===== config.mk =====
export PLATFORM = sky130hd
export DESIGN_NAME = mlaccel_qspi_master
export DESIGN_NICKNAME = d
export VERILOG_FILES = /design/src/rtl/mlaccel_pkg.sv /design/src/rtl/mlaccel_sync2.sv /design/src/rtl/mlaccel_qspi_master.sv
export SDC_FILE = /design/constraint.sdc
export NUM_CORES = 1
export LEC_CHECK = 0
export CAP_MARGIN = 40
export CORE_MARGIN = 3
export CORE_UTILIZATION = 35
export CTS_BUF_LIST = sky130_fd_sc_hd__clkbuf_8
export CTS_CLUSTER_DIAMETER = 150
export DETAILED_ROUTE_END_ITERATION = 8
export PLACE_DENSITY = 0.57
export SKIP_LAST_GASP = 1
export SYNTH_ARGS = -nofsm -noshare
export SYNTH_HDL_FRONTEND = slang
export SYNTH_SLANG_ARGS = --single-unit

===== constraint.sdc =====
create_clock -name clk -period 1.8 [get_ports clk]
set_input_delay 0.45 -clock clk [delete_from_list [all_inputs] [get_ports clk]]
set_output_delay 0.45 -clock clk [all_outputs]
set_load 0.02 [all_outputs]

===== src/rtl/mlaccel_pkg.sv =====
// Shared definitions for the accelerator QSPI master: FSM encoding,
// pad output-enable patterns and clock divider limits.
package mlaccel_pkg;

   typedef enum logic [2:0] {
      ST_IDLE  = 3'd0,
      ST_SETUP = 3'd1,
      ST_SHIFT = 3'd2,
      ST_WAIT  = 3'd3,
      ST_HOLD  = 3'd4,
      ST_GAP   = 3'd5
   } state_t;

   localparam logic [3:0] OE_NONE    = 4'b0000;
   localparam logic [3:0] OE_SINGLE  = 4'b0001;
   localparam logic [3:0] OE_QUAD_WR = 4'b1111;
   localparam logic [3:0] OE_QUAD_RD = 4'b0000;

   localparam int CLKDIV_MIN = 1;
   localparam int CLKDIV_MAX = 255;

   function automatic logic [3:0] oe_pattern(input logic quad, input logic dir);
      if (!quad) return OE_SINGLE;
      return dir ? OE_QUAD_RD : OE_QUAD_WR;
   endfunction

endpackage


===== src/rtl/mlaccel_sync2.sv =====
// Two-flop synchronizer for asynchronous single-bit accelerator status lines.
module mlaccel_sync2 (
   input  logic clk,
   input  logic resetn,
   input  logic d,
   output logic q
);

   logic meta;

   always_ff @(posedge clk) begin
      if (!resetn) begin
         meta <= 1'b0;
         q    <= 1'b0;
      end else begin
         meta <= d;
         q    <= meta;
      end
   end

endmodule


===== src/rtl/mlaccel_qspi_master.sv =====
// Byte-oriented single/quad SPI master (mode 0) for the ML accelerator link.
// Handshake: a transfer moves on cmd_* or rsp_* only in a cycle where valid and ready are both high.
module mlaccel_qspi_master
   import mlaccel_pkg::*;
#(
   parameter int CLKDIV = 1
) (
   input  logic       clk,
   input  logic       resetn,
   input  logic       cmd_valid,
   output logic       cmd_ready,
   input  logic [7:0] cmd_byte,
   input  logic       cmd_dir,
   input  logic       cmd_quad,
   input  logic       cmd_last,
   output logic       rsp_valid,
   output logic [7:0] rsp_data,
   input  logic       rsp_ready,
   output logic       ml_clk,
   output logic       ml_csb,
   output logic [3:0] io_oe,
   output logic [3:0] io_do,
   input  logic [3:0] io_di,
   input  logic       ml_irq,
   input  logic       ml_err,
   output logic       busy,
   output logic       irq_sync,
   output logic       err_flag,
   input  logic       err_clr
);

   localparam int DIV = (CLKDIV < CLKDIV_MIN) ? CLKDIV_MIN :
                        ((CLKDIV > CLKDIV_MAX) ? CLKDIV_MAX : CLKDIV);
   localparam logic [8:0] LIM_PHASE = 9'(DIV - 1);
   localparam logic [8:0] LIM_GAP   = 9'(2 * DIV - 1);

   state_t     state, state_nxt;
   logic [8:0] cnt;
   logic [4:0] phase;
   logic       cur_dir, cur_quad, cur_last;
   logic [7:0] tx, rx;
   logic       accept, tick, last_phase, shift_end;
   logic       err_s, err_s_d;

   assign accept     = cmd_valid && cmd_ready;
   assign tick       = (cnt == LIM_PHASE);
   assign last_phase = (phase == (cur_quad ? 5'd3 : 5'd15));
   assign shift_end  = (state == ST_SHIFT) && tick && last_phase;

   always_ff @(posedge clk) begin
      if (!resetn) state <= ST_IDLE;
      else         state <= state_nxt;
   end

   always_comb begin
      state_nxt = state;
      case (state)
         ST_IDLE:  if (accept) state_nxt = ST_SETUP;
         ST_SETUP: if (tick) state_nxt = ST_SHIFT;
         ST_SHIFT: if (shift_end) state_nxt = cur_last ? ST_HOLD : ST_WAIT;
         ST_WAIT:  if (accept) state_nxt = ST_SHIFT;
         ST_HOLD:  if (tick) state_nxt = ST_GAP;
         ST_GAP:   if (cnt == LIM_GAP) state_nxt = ST_IDLE;
         default:  state_nxt = ST_IDLE;
      endcase
   end

   always_comb begin
      ml_csb    = (state == ST_IDLE) || (state == ST_GAP);
      busy      = (state != ST_IDLE);
      cmd_ready = resetn && ((state == ST_IDLE) || (state == ST_WAIT)) &&
                  (!rsp_valid || rsp_ready);
   end

   // Reads park io0 low; writes present the MSB (or top nibble) of the shifter.
   assign io_do = cur_dir  ? 4'b0000 :
                  cur_quad ? tx[7:4] : {3'b000, tx[7]};

   always_ff @(posedge clk) begin
      if (!resetn) begin
         cnt       <= '0;
         phase     <= '0;
         ml_clk    <= 1'b0;
         io_oe     <= OE_NONE;
         tx        <= '0;
         rx        <= '0;
         cur_dir   <= 1'b0;
         cur_quad  <= 1'b0;
         cur_last  <= 1'b0;
         rsp_valid <= 1'b0;
         rsp_data  <= '0;
      end else begin
         if (state != state_nxt || state == ST_IDLE || state == ST_WAIT ||
             (state == ST_SHIFT && tick))
            cnt <= '0;
         else
            cnt <= cnt + 9'd1;

         if (rsp_valid && rsp_ready) rsp_valid <= 1'b0;

         if (accept) begin
            cur_dir  <= cmd_dir;
            cur_quad <= cmd_quad;
            cur_last <= cmd_last;
            tx       <= cmd_dir ? 8'h00 : cmd_byte;
            rx       <= '0;
            io_oe    <= oe_pattern(cmd_quad, cmd_dir);
            phase    <= '0;
            ml_clk   <= 1'b0;
         end

         if (state == ST_SHIFT && tick) begin
            ml_clk <= ~ml_clk;
            phase  <= phase + 5'd1;
            // Rising edge captures input; falling edge advances output for the next bit.
            if (!ml_clk)
               rx <= cur_quad ? {rx[3:0], io_di} : {rx[6:0], io_di[1]};
            else if (!last_phase)
               tx <= cur_quad ? {tx[3:0], 4'h0} : {tx[6:0], 1'b0};
         end

         if (shift_end && cur_dir) begin
            rsp_valid <= 1'b1;
            rsp_data  <= rx;
         end

         if (state == ST_HOLD && tick) io_oe <= OE_NONE;
      end
   end

   mlaccel_sync2 u_sync_irq (.clk(clk), .resetn(resetn), .d(ml_irq), .q(irq_sync));
   mlaccel_sync2 u_sync_err (.clk(clk), .resetn(resetn), .d(ml_err), .q(err_s));

   // A fresh error edge outranks a simultaneous clear.
   always_ff @(posedge clk) begin
      if (!resetn) begin
         err_s_d  <= 1'b0;
         err_flag <= 1'b0;
      end else begin
         err_s_d <= err_s;
         if (err_s && !err_s_d) err_flag <= 1'b1;
         else if (err_clr)      err_flag <= 1'b0;
      end
   end

endmodule

==> results by group, run 1 <==
Setup path
  • Crit end category: flip-flop
  • Startpoint types: flip-flop
  • Top delay family on crit path: compound AO/OA/AOI/OAI gates
  • Crit-path cells: inv_2 > ha_4 > nor4b_4 > buf_4 > nand2_2 > a22o_1 > o31ai_4 > clkbuf_16 > nor2_2
  • WP data arrival: 2.05 ns
  • CP max-delay cell: dfxtp_2
  • Worst Path Max Fanout: 4
  • Crit-path max cell delay: 0.34 ns
  • Worst Path Buf+Inv: 3
  • CP Data Required Time: 2.01 ns
  • CP Class: flip-flop to flip-flop

STA
  • Least-Margin Pin Slew: 0.320 ns
  • RSZ-0062 raised after global routing: true
  • Period utilization: 1.02
  • Fin. Hold Viols: 0
  • Worst Clk Skew: 0.00839 ns
  • Peak Freq: 545 MHz
  • Max Slew Vio Count: 0
  • Total negative setup slack: -0.151 ns
  • Max-slew headroom: 0.785
  • Fin Hold WS: 0.439 ns
  • Worst Setup Slack, final: -0.0332 ns
  • Final setup vio count: 7
  • Tmin final: 1.83 ns

Route
  • DRT iter0 DRCs: 88
  • Via Count: 2239
  • # DRC: 0
  • Final wirelength: 6060 µm
  • Post-route ant nets: 0
  • Drt first pass iters: 4
  • Drt wl/cell: 13.2 µm
  • Vias/cell: 4.87

Placement
  • Hpwl dp: 4320 µm
  • Place WS: -0.673 ns
  • Placer Congestion: 0.803
  • IO buf count: 44

Global routing
  • Total track usage: 0.143
  • First-pass GRT wire length: 10000 µm
  • Largest net degree at the start of global routing: 31
  • Number of global-route vias before repair: 2083
  • Global route total overflow: 0
  • Initial antenna violation count: 0

Power and ir drop
  • Leak pwr: 1.51 nW
  • Tot Pwr: 2.28 mW
  • PwrDens: 610 mW/mm²
  • VDD IR max: 0.000354 V

CTS
  • Root Buffer: clkbuf_8
  • Inserted Clock Buffers: 5
  • CTS H-tree depth: 2
  • Clock Sinks: 54
  • Cts hold-fix bufs: 0
  • Clk slew on worst S/H paths: 0.10 ns
  • Max clock buf depth: 2
  • CTS tree: yes
  • Worst-Skew Late Latency: 0.31 ns

Synthesis
  • Synth warn: 0
  • Flop and latch count out of synthesis: 54
  • Post-synthesis sequential area ratio: 0.414
  • Syn Inst Count: 285
  • Post-synthesis net count: 311
  • Distinct cells, synth: 46
  • Post-Syn Area: 0.00261 mm²
  • Avg Inst Size Synth: 9.16 µm²

Run
  • MaxCap Viol Count: 0

Layout
  • FILL cells: 660
  • Final core occ: 0.534
  • Synth-to-Final Area Change: 43.4%
  • Fraction of layout cells with a size suffix above 1: 0.286
  • Fin nets: 389
  • Commonest non-fill, non-tap cell in the layout: dfxtp_1
  • Most frequent cells in the layout: dfxtp_1, buf_4, nor2_1
  • Combined area of the multi-input logic cells: 0.00157 mm²
  • Register area: 0.00108 mm²
  • N_diodes: 0

Worst hold path
  • Min-delay worst type: flip-flop to flip-flop

Floorplan
  • IO Pins: 45
  • Chip height: 92.4 µm
  • Row count: 30
  • Die width: 92.4 µm
  • Core box area: 0.00702 mm²
  • Die area: 0.00853 mm²
  • Initial Util: 0.372

Status
  • Status: complete, but fails checks
  • Failing checks: negative setup slack
where the power goes:
part / internal (mW) / switching (mW) / total (mW) / leakage [nW]
registers: 1.22 / 0.0193 / 1.24 / 0.439
clock network: 0.318 / 0.415 / 0.733 / 0.0478
logic: 0.164 / 0.149 / 0.313 / 1.03
total: 1.70 / 0.583 / 2.28 / 1.51
synthesized netlist by cell type, drive strengths merged:
master	number	area (µm²)
a211o	1	8.76
a211oi	11	82.6
a21boi	1	7.51
a21oi	15	78.8
a221oi	1	8.76
a22o	1	8.76
a22oi	1	7.51
a31oi	8	50.1
and2	13	81.3
and3	4	25.0
buf	11	58.8
clkbuf	8	30.0
dfxtp	54	1080
ha	4	50.1
inv	8	30.0
mux2	2	22.5
mux2i	24	240
nand2	11	41.3
nand2b	3	18.8
nand3	11	60.1
nand3b	2	15.0
nand4	4	25.0
nor2	42	158
nor2b	2	12.5
nor3	2	15.0
nor3b	10	95.1
nor4	2	27.5
nor4b	2	38.8
o2111ai	1	15.0
o21a	3	22.5
o21ai	3	15.0
o22ai	1	6.26
o31ai	1	21.3
or3	4	30.0
or3b	4	35.0
xnor2	3	26.3
xor2	7	61.3
cells by family after synthesis:
| family | count (synthesis) | share of synthesized area |
|---|---|---|
| adders and majority gates | 4 | 0.0192 |
| DFF | 54 | 0.414 |
| xor gates and xnor gates | 10 | 0.0335 |
| AOI/OAI and AO/OA | 48 | 0.127 |
| buffers and inverters | 27 | 0.0455 |
| and+or+nand+nor | 116 | 0.260 |
| muxes | 26 | 0.101 |
path summary, 6_finish.rpt:
kind / start / to / slack [ns] / cells after the start
setup / recovery: cnt[1] / cnt[5] / -0.03 / 9
hold / removal: u_sync_err.q / err_s_d / 0.44 / 2
setup reg to reg: cnt[1] / cnt[5] / -0.03 / 9
hold reg to reg: u_sync_err.q / err_s_d / 0.44 / 2
state kept, by name, summed over array words and instances, names as in the netlist, 2 cells and up:
name / cells
phase: 5
cnt: 9
rx: 8
rsp_data: 8
io_oe: 2
tx: 8
state: 3
area by class of cell:
class	count	area share
multi-input cells	204	0.420
flip-flops and latches	54	0.290
repair buffers	90	0.224
well taps	96	0.0321
clock buffers	6	0.0221
inverters	8	0.00802
clock inverters	2	0.00434
worst reg2reg max path, cell delays in order (launching register included):
cell	delay, ns
dfxtp_2	0.34
inv_2	0.08
ha_4	0.14
nor4b_4	0.20
buf_4	0.16
nand2_2	0.04
a22o_1	0.20
o31ai_4	0.34
clkbuf_16	0.21
nor2_2	0.04
through the flow:
stage	cell area (µm²)	std cells
after floorplan	2610	285
after global placement	3390	443
after detailed placement	3390	443
after CTS	3550	454
after global routing	3740	460
final	3740	460
layer usage:
| layer | up-vias | global-route usage | wire, µm |
|---|---|---|---|
| li1 | 1158 | - | - |
| met1 | 1042 | 0.194 | 2940 |
| met2 | 32 | 0.226 | 2800 |
| met3 | 7 | 0.0325 | 239 |
| met4 | 0 | 0.0421 | 82 |
| met5 | - | 0 | 0 |
what timing repair did:
action / CTS / global route
gates resized for setup: 39 / 34
setup buffers: 2 / 5
pin swaps: 6 / 10
cloned: 1 / 1
setup endpoints to repair: 33 / 37
Note: power is estimated with default switching activity, not from simulation.
==> run 2, diff against run 1 <==
--- a/config.mk
+++ b/config.mk
@@ -11,7 +11,7 @@
 export CTS_BUF_LIST = sky130_fd_sc_hd__clkbuf_8
 export CTS_CLUSTER_DIAMETER = 150
 export DETAILED_ROUTE_END_ITERATION = 8
-export PLACE_DENSITY = 0.57
+export PLACE_DENSITY = 0.55
 export SKIP_LAST_GASP = 1
 export SYNTH_ARGS = -nofsm -noshare
 export SYNTH_HDL_FRONTEND = slang
==> constraint.sdc (replaced) <==
create_clock -name clk -period 2.15 [get_ports clk]
set_input_delay 0.5375 -clock clk [delete_from_list [all_inputs] [get_ports clk]]
set_output_delay 0.5375 -clock clk [all_outputs]
set_load 0.02 [all_outputs]
==> results by group, run 2 (synthesis gave the netlist of run 1 again) <==
Route
  • Vias/cell: 4.80
  • Final wirelength: 5900 µm
  • Drt wl/cell: 13.6 µm
  • DRT iter0 DRCs: 70
  • Drt first pass iters: 4
  • Via Count: 2088
  • Post-route ant nets: 0
  • # DRC: 0

STA
  • Fin Hold WS: 0.442 ns
  • Peak Freq: 478 MHz
  • Worst Clk Skew: 0.00575 ns
  • Fin. Hold Viols: 0
  • Max Slew Vio Count: 0
  • Tmin final: 2.09 ns
  • Max-slew headroom: 0.687
  • Period utilization: 0.974
  • Least-Margin Pin Slew: 0.465 ns
  • RSZ-0062 raised after global routing: true
  • Final setup vio count: 0

Run
  • MaxCap Viol Count: 0

Setup path
  • Reg-to-reg slack, setup: 0.20 ns
  • Crit-path max cell delay: 0.61 ns
  • WP depth: 3
  • Top delay family on crit path: buffers and inverters
  • CP Class: flip-flop to output port
  • Crit-path cells: xor2_1 > nor2_1 > clkdlybuf4s50_1
  • Worst Path Max Fanout: 7
  • Startpoint types: flip-flop
  • Reg2reg path depth: 7
  • WP data arrival: 1.56 ns
  • Worst Path Buf+Inv: 1
  • Crit end category: output port
  • CP max-delay cell: clkdlybuf4s50_1
  • CP Data Required Time: 1.61 ns

Global routing
  • Total track usage: 0.145
  • Largest net degree at the start of global routing: 31
  • First-pass GRT wire length: 9960 µm
  • Global route total overflow: 0
  • Initial antenna violation count: 0
  • Number of global-route vias before repair: 2044

Layout
  • Most frequent cells in the layout: dfxtp_1, nor2_1, clkdlybuf4s50_1
  • Commonest non-fill, non-tap cell in the layout: dfxtp_1
  • Fin nets: 364
  • N_diodes: 0
  • Layout Cells excl Fill: 435
  • Largest register FFs: 9
  • FILL cells: 715
  • Synth-to-Final Area Change: 29.0%
  • Fraction of layout cells with a size suffix above 1: 0.153
  • Biggest register: cnt

Placement
  • Placer Congestion: 0.821
  • Cells after DPL: 426
  • IO buf count: 44
  • Hpwl dp: 4430 µm

Floorplan
  • Core box area: 0.00702 mm²
  • Chip height: 92.4 µm
  • Die area: 0.00853 mm²
  • Initial Util: 0.372
  • Die width: 92.4 µm
  • Row count: 30
  • IO Pins: 45

CTS
  • Clock Sinks: 54
  • CTS H-tree depth: 2
  • Worst-Skew Late Latency: 0.31 ns
  • Max clock buf depth: 2
  • Root Buffer: clkbuf_8
  • Clk slew on worst S/H paths: 0.09 ns
  • Inserted Clock Buffers: 5
  • CTS tree: yes

Power and ir drop
  • VDD IR max: 0.000266 V
  • Leak pwr: 1.30 nW
  • PwrDens: 572 mW/mm²

Worst hold path
  • Hold depth: 2
  • Min-delay worst type: flip-flop to flip-flop

Status
  • Status: completed
-- run 2: changes by cell type in the layout (fill, tap and decap cells not counted), moves of 2 or more --
cell	previous run	this run
a211oi_1	8	11
buf_4	39	20
clkdlybuf4s15_2	3	0
nor2_1	37	42
dlymetal6s2s_1	4	1
nor2_2	3	0
or3b_4	4	0
or3b_2	0	4
nor3b_1	4	6
nor2_4	2	0
clkdlybuf4s50_1	30	38
inv_1	7	10
a211oi_2	3	0
buf_6	4	0
-- run 2: per-stage QoR --
stage	power [mW]	area [µm²]	TNS [ns]	setup WS, ns	util
2_1_floorplan	1.18	2610	0	0.204	-
3_3_place_gp	1.30	3250	-1.82	-0.476	0.462
3_5_place_dp	1.30	3250	-2.14	-0.495	0.462
4_1_cts	1.95	3350	-0.0192	-0.0192	0.477
5_1_grt	2.03	3370	-0.0524	-0.0293	0.480
6_report	1.93	3370	0	0.0567	0.480
-- run 2: tightest hold or removal path, delay by kind of cell (launching register included) --
kind                   cells  cell delay (ns)
buffers and inverters      1             0.06
AND/OR/NAND/NOR            1             0.04
flip-flops                 1             0.31
-- run 2: cell type report --
type | instances | area [µm²] | area share
Clock buffer | 5 | 68.8 | 0.0204
Sequential cell | 54 | 1080 | 0.322
Tap cell | 96 | 120 | 0.0357
Clock inverter | 3 | 37.5 | 0.0111
Multi-Input combinational cell | 204 | 1420 | 0.423
Timing Repair Buffer | 65 | 603 | 0.179
Inverter | 8 | 30.0 | 0.00892
-- run 2: final timing paths --
kind / startpoint / to
worst min-delay path: u_sync_err.q / err_s_d
worst min register to register: u_sync_err.q / err_s_d
worst max-delay path: state[0] / ml_csb
worst max register to register: cnt[1] / cnt[1]
-- run 2: per-layer routing --
| layer | share of wire | wire length [µm] | track usage |
|---|---|---|---|
| met4 | 0.014 | 81 | 0.0483 |
| met2 | 0.48 | 2820 | 0.239 |
| met1 | 0.48 | 2810 | 0.191 |
| met5 | 0 | 0 | 0 |
| met3 | 0.032 | 191 | 0.0284 |
-- run 2: report_power, final --
group          total [mW]  switching [mW]  internal (mW)
clock               0.652           0.313          0.339
combinational       0.234           0.113          0.121
sequential           1.04          0.0179           1.02
-- run 2: what timing repair did --
action	4_1_cts	5_1_grt
pin swaps	0	1
setup buffers	0	1
setup endpoints to repair	6	4
gates resized for setup	12	3
hold buffers	0	0
==> run 3, diff against run 2 <==
--- a/config.mk
+++ b/config.mk
@@ -5,11 +5,13 @@
 export SDC_FILE = /design/constraint.sdc
 export NUM_CORES = 1
 export LEC_CHECK = 0
+export ABC_CLOCK_PERIOD_IN_PS = 2150
 export CAP_MARGIN = 40
 export CORE_MARGIN = 3
 export CORE_UTILIZATION = 35
-export CTS_BUF_LIST = sky130_fd_sc_hd__clkbuf_8
+export CTS_BUF_LIST = sky130_fd_sc_hd__clkbuf_2 sky130_fd_sc_hd__clkbuf_4 sky130_fd_sc_hd__clkbuf_8
 export CTS_CLUSTER_DIAMETER = 150
+export CTS_CLUSTER_SIZE = 24
 export DETAILED_ROUTE_END_ITERATION = 8
 export PLACE_DENSITY = 0.55
 export SKIP_LAST_GASP = 1
==> results by group, run 3 (synthesis gave the netlist of run 1 again) <==
Placement
  • Cells after DPL: 426
  • Placer Congestion: 0.821
  • Dpl cell area: 0.00325 mm²
  • Hpwl dp: 4430 µm
  • Place WS: -0.495 ns
  • IO buf count: 44

Route
  • DRT iter0 DRCs: 51
  • Vias/cell: 4.81
  • Drt first pass iters: 4
  • Final wirelength: 5910 µm
  • # DRC: 0
  • Via Count: 2093
  • Drt wl/cell: 13.6 µm
  • Post-route ant nets: 0

STA
  • RSZ-0062 raised after global routing: true
  • Tmin final: 2.09 ns
  • Peak Freq: 478 MHz
  • Fin. Hold Viols: 0
  • Final setup vio count: 0
  • Worst Setup Slack, final: 0.0567 ns
  • Max Slew Vio Count: 0
  • Max-slew headroom: 0.687
  • Period utilization: 0.974
  • Worst Clk Skew: 0.00559 ns
  • Least-Margin Pin Slew: 0.465 ns
  • Fin Hold WS: 0.442 ns

Global routing
  • Largest net degree at the start of global routing: 31
  • Total track usage: 0.145
  • Global route total overflow: 0
  • Number of global-route vias before repair: 2044
  • First-pass GRT wire length: 9940 µm
  • Initial antenna violation count: 0

Power and ir drop
  • Leak pwr: 1.30 nW
  • VDD IR max: 0.000266 V
  • PwrDens: 580 mW/mm²

Layout
  • N_diodes: 0
  • Fin nets: 364
  • Final Cell Area: 0.00338 mm²
  • Fraction of layout cells with a size suffix above 1: 0.159
  • Final core occ: 0.481
  • Most frequent cells in the layout: dfxtp_1, nor2_1, clkdlybuf4s50_1
  • Synth-to-Final Area Change: 29.3%
  • Commonest non-fill, non-tap cell in the layout: dfxtp_1
  • Biggest register: cnt
  • Largest register FFs: 9
  • Layout Cells excl Fill: 435

CTS
  • CTS tree: yes
  • Cts hold-fix bufs: 0
  • Clk slew on worst S/H paths: 0.09 ns
  • Max clock buf depth: 2
  • Inserted Clock Buffers: 5
  • Root Buffer: clkbuf_8
  • CTS H-tree depth: 2
  • Clock Sinks: 54
  • Worst-Skew Late Latency: 0.30 ns

Floorplan
  • Core box area: 0.00702 mm²
  • IO Pins: 45
  • Row count: 30
  • Chip height: 92.4 µm
  • Die width: 92.4 µm
  • Initial Util: 0.372
  • Die area: 0.00853 mm²

Status
  • Status: completed

Setup path
  • CP Data Required Time: 1.61 ns
  • Worst Path Max Fanout: 7
  • Reg2reg path depth: 7
  • Crit end category: output port
  • CP Class: flip-flop to output port
  • Startpoint types: flip-flop
  • WP data arrival: 1.56 ns

Run
  • MaxCap Viol Count: 0

Worst hold path
  • Hold depth: 2
  • Min-delay worst type: flip-flop to flip-flop
-- run 3: cell count changes in the layout (fill, tap and decap cells not counted), sizes merged --
cell / before / now
clkbuf: 5 / 7
inv: 10 / 8
-- run 3: final cells by class --
cell class / instances / area (µm²)
inverters: 8 / 30.0
clock buffers: 7 / 83.8
flip-flops and latches: 54 / 1080
repair buffers: 65 / 603
clock inverters: 1 / 30.0
fillers: 716 / 3640
multi-input cells: 204 / 1420
well taps: 96 / 120
-- run 3: metal layers --
metal,vias to the layer above,part of all wire,global-route usage
met5,-,0,0
met4,0,0.014,0.0483
met3,8,0.032,0.0284
met2,32,0.48,0.240
met1,950,0.47,0.189
li1,1103,-,-
-- run 3: timing repair --
item	4_1_cts	5_1_grt
pin swaps	0	1
cloned	0	0
setup endpoints to repair	6	4
buffers inserted	0	1
gates resized for setup	12	3
-- run 3: path summary, 6_finish.rpt --
path / endpoint / from / slack, ns
min: err_s_d / u_sync_err.q / 0.44
max: ml_csb / state[0] / 0.06
max reg2reg: cnt[1] / cnt[1] / 0.20
min reg2reg: err_s_d / u_sync_err.q / 0.44
-- run 3: worst max-delay path: stages, from the launching register on --
cell and delay, ns:
dfxtp_2 0.37, xor2_1 0.16, nor2_1 0.10, clkdlybuf4s50_1 0.61
-- run 3: report_power, final --
part	leakage (nW)	internal, mW	total [mW]	switching (mW)
clock network	0.0593	0.374	0.686	0.312
logic	0.799	0.121	0.234	0.113
registers	0.439	1.02	1.04	0.0179
-- run 3: metrics by stage --
stage	setup TNS [ns]	power, mW
2_1_floorplan	0	1.18
3_3_place_gp	-1.82	1.30
3_5_place_dp	-2.14	1.30
4_1_cts	-0.0192	1.98
5_1_grt	-0.0564	2.06
6_report	0	1.96
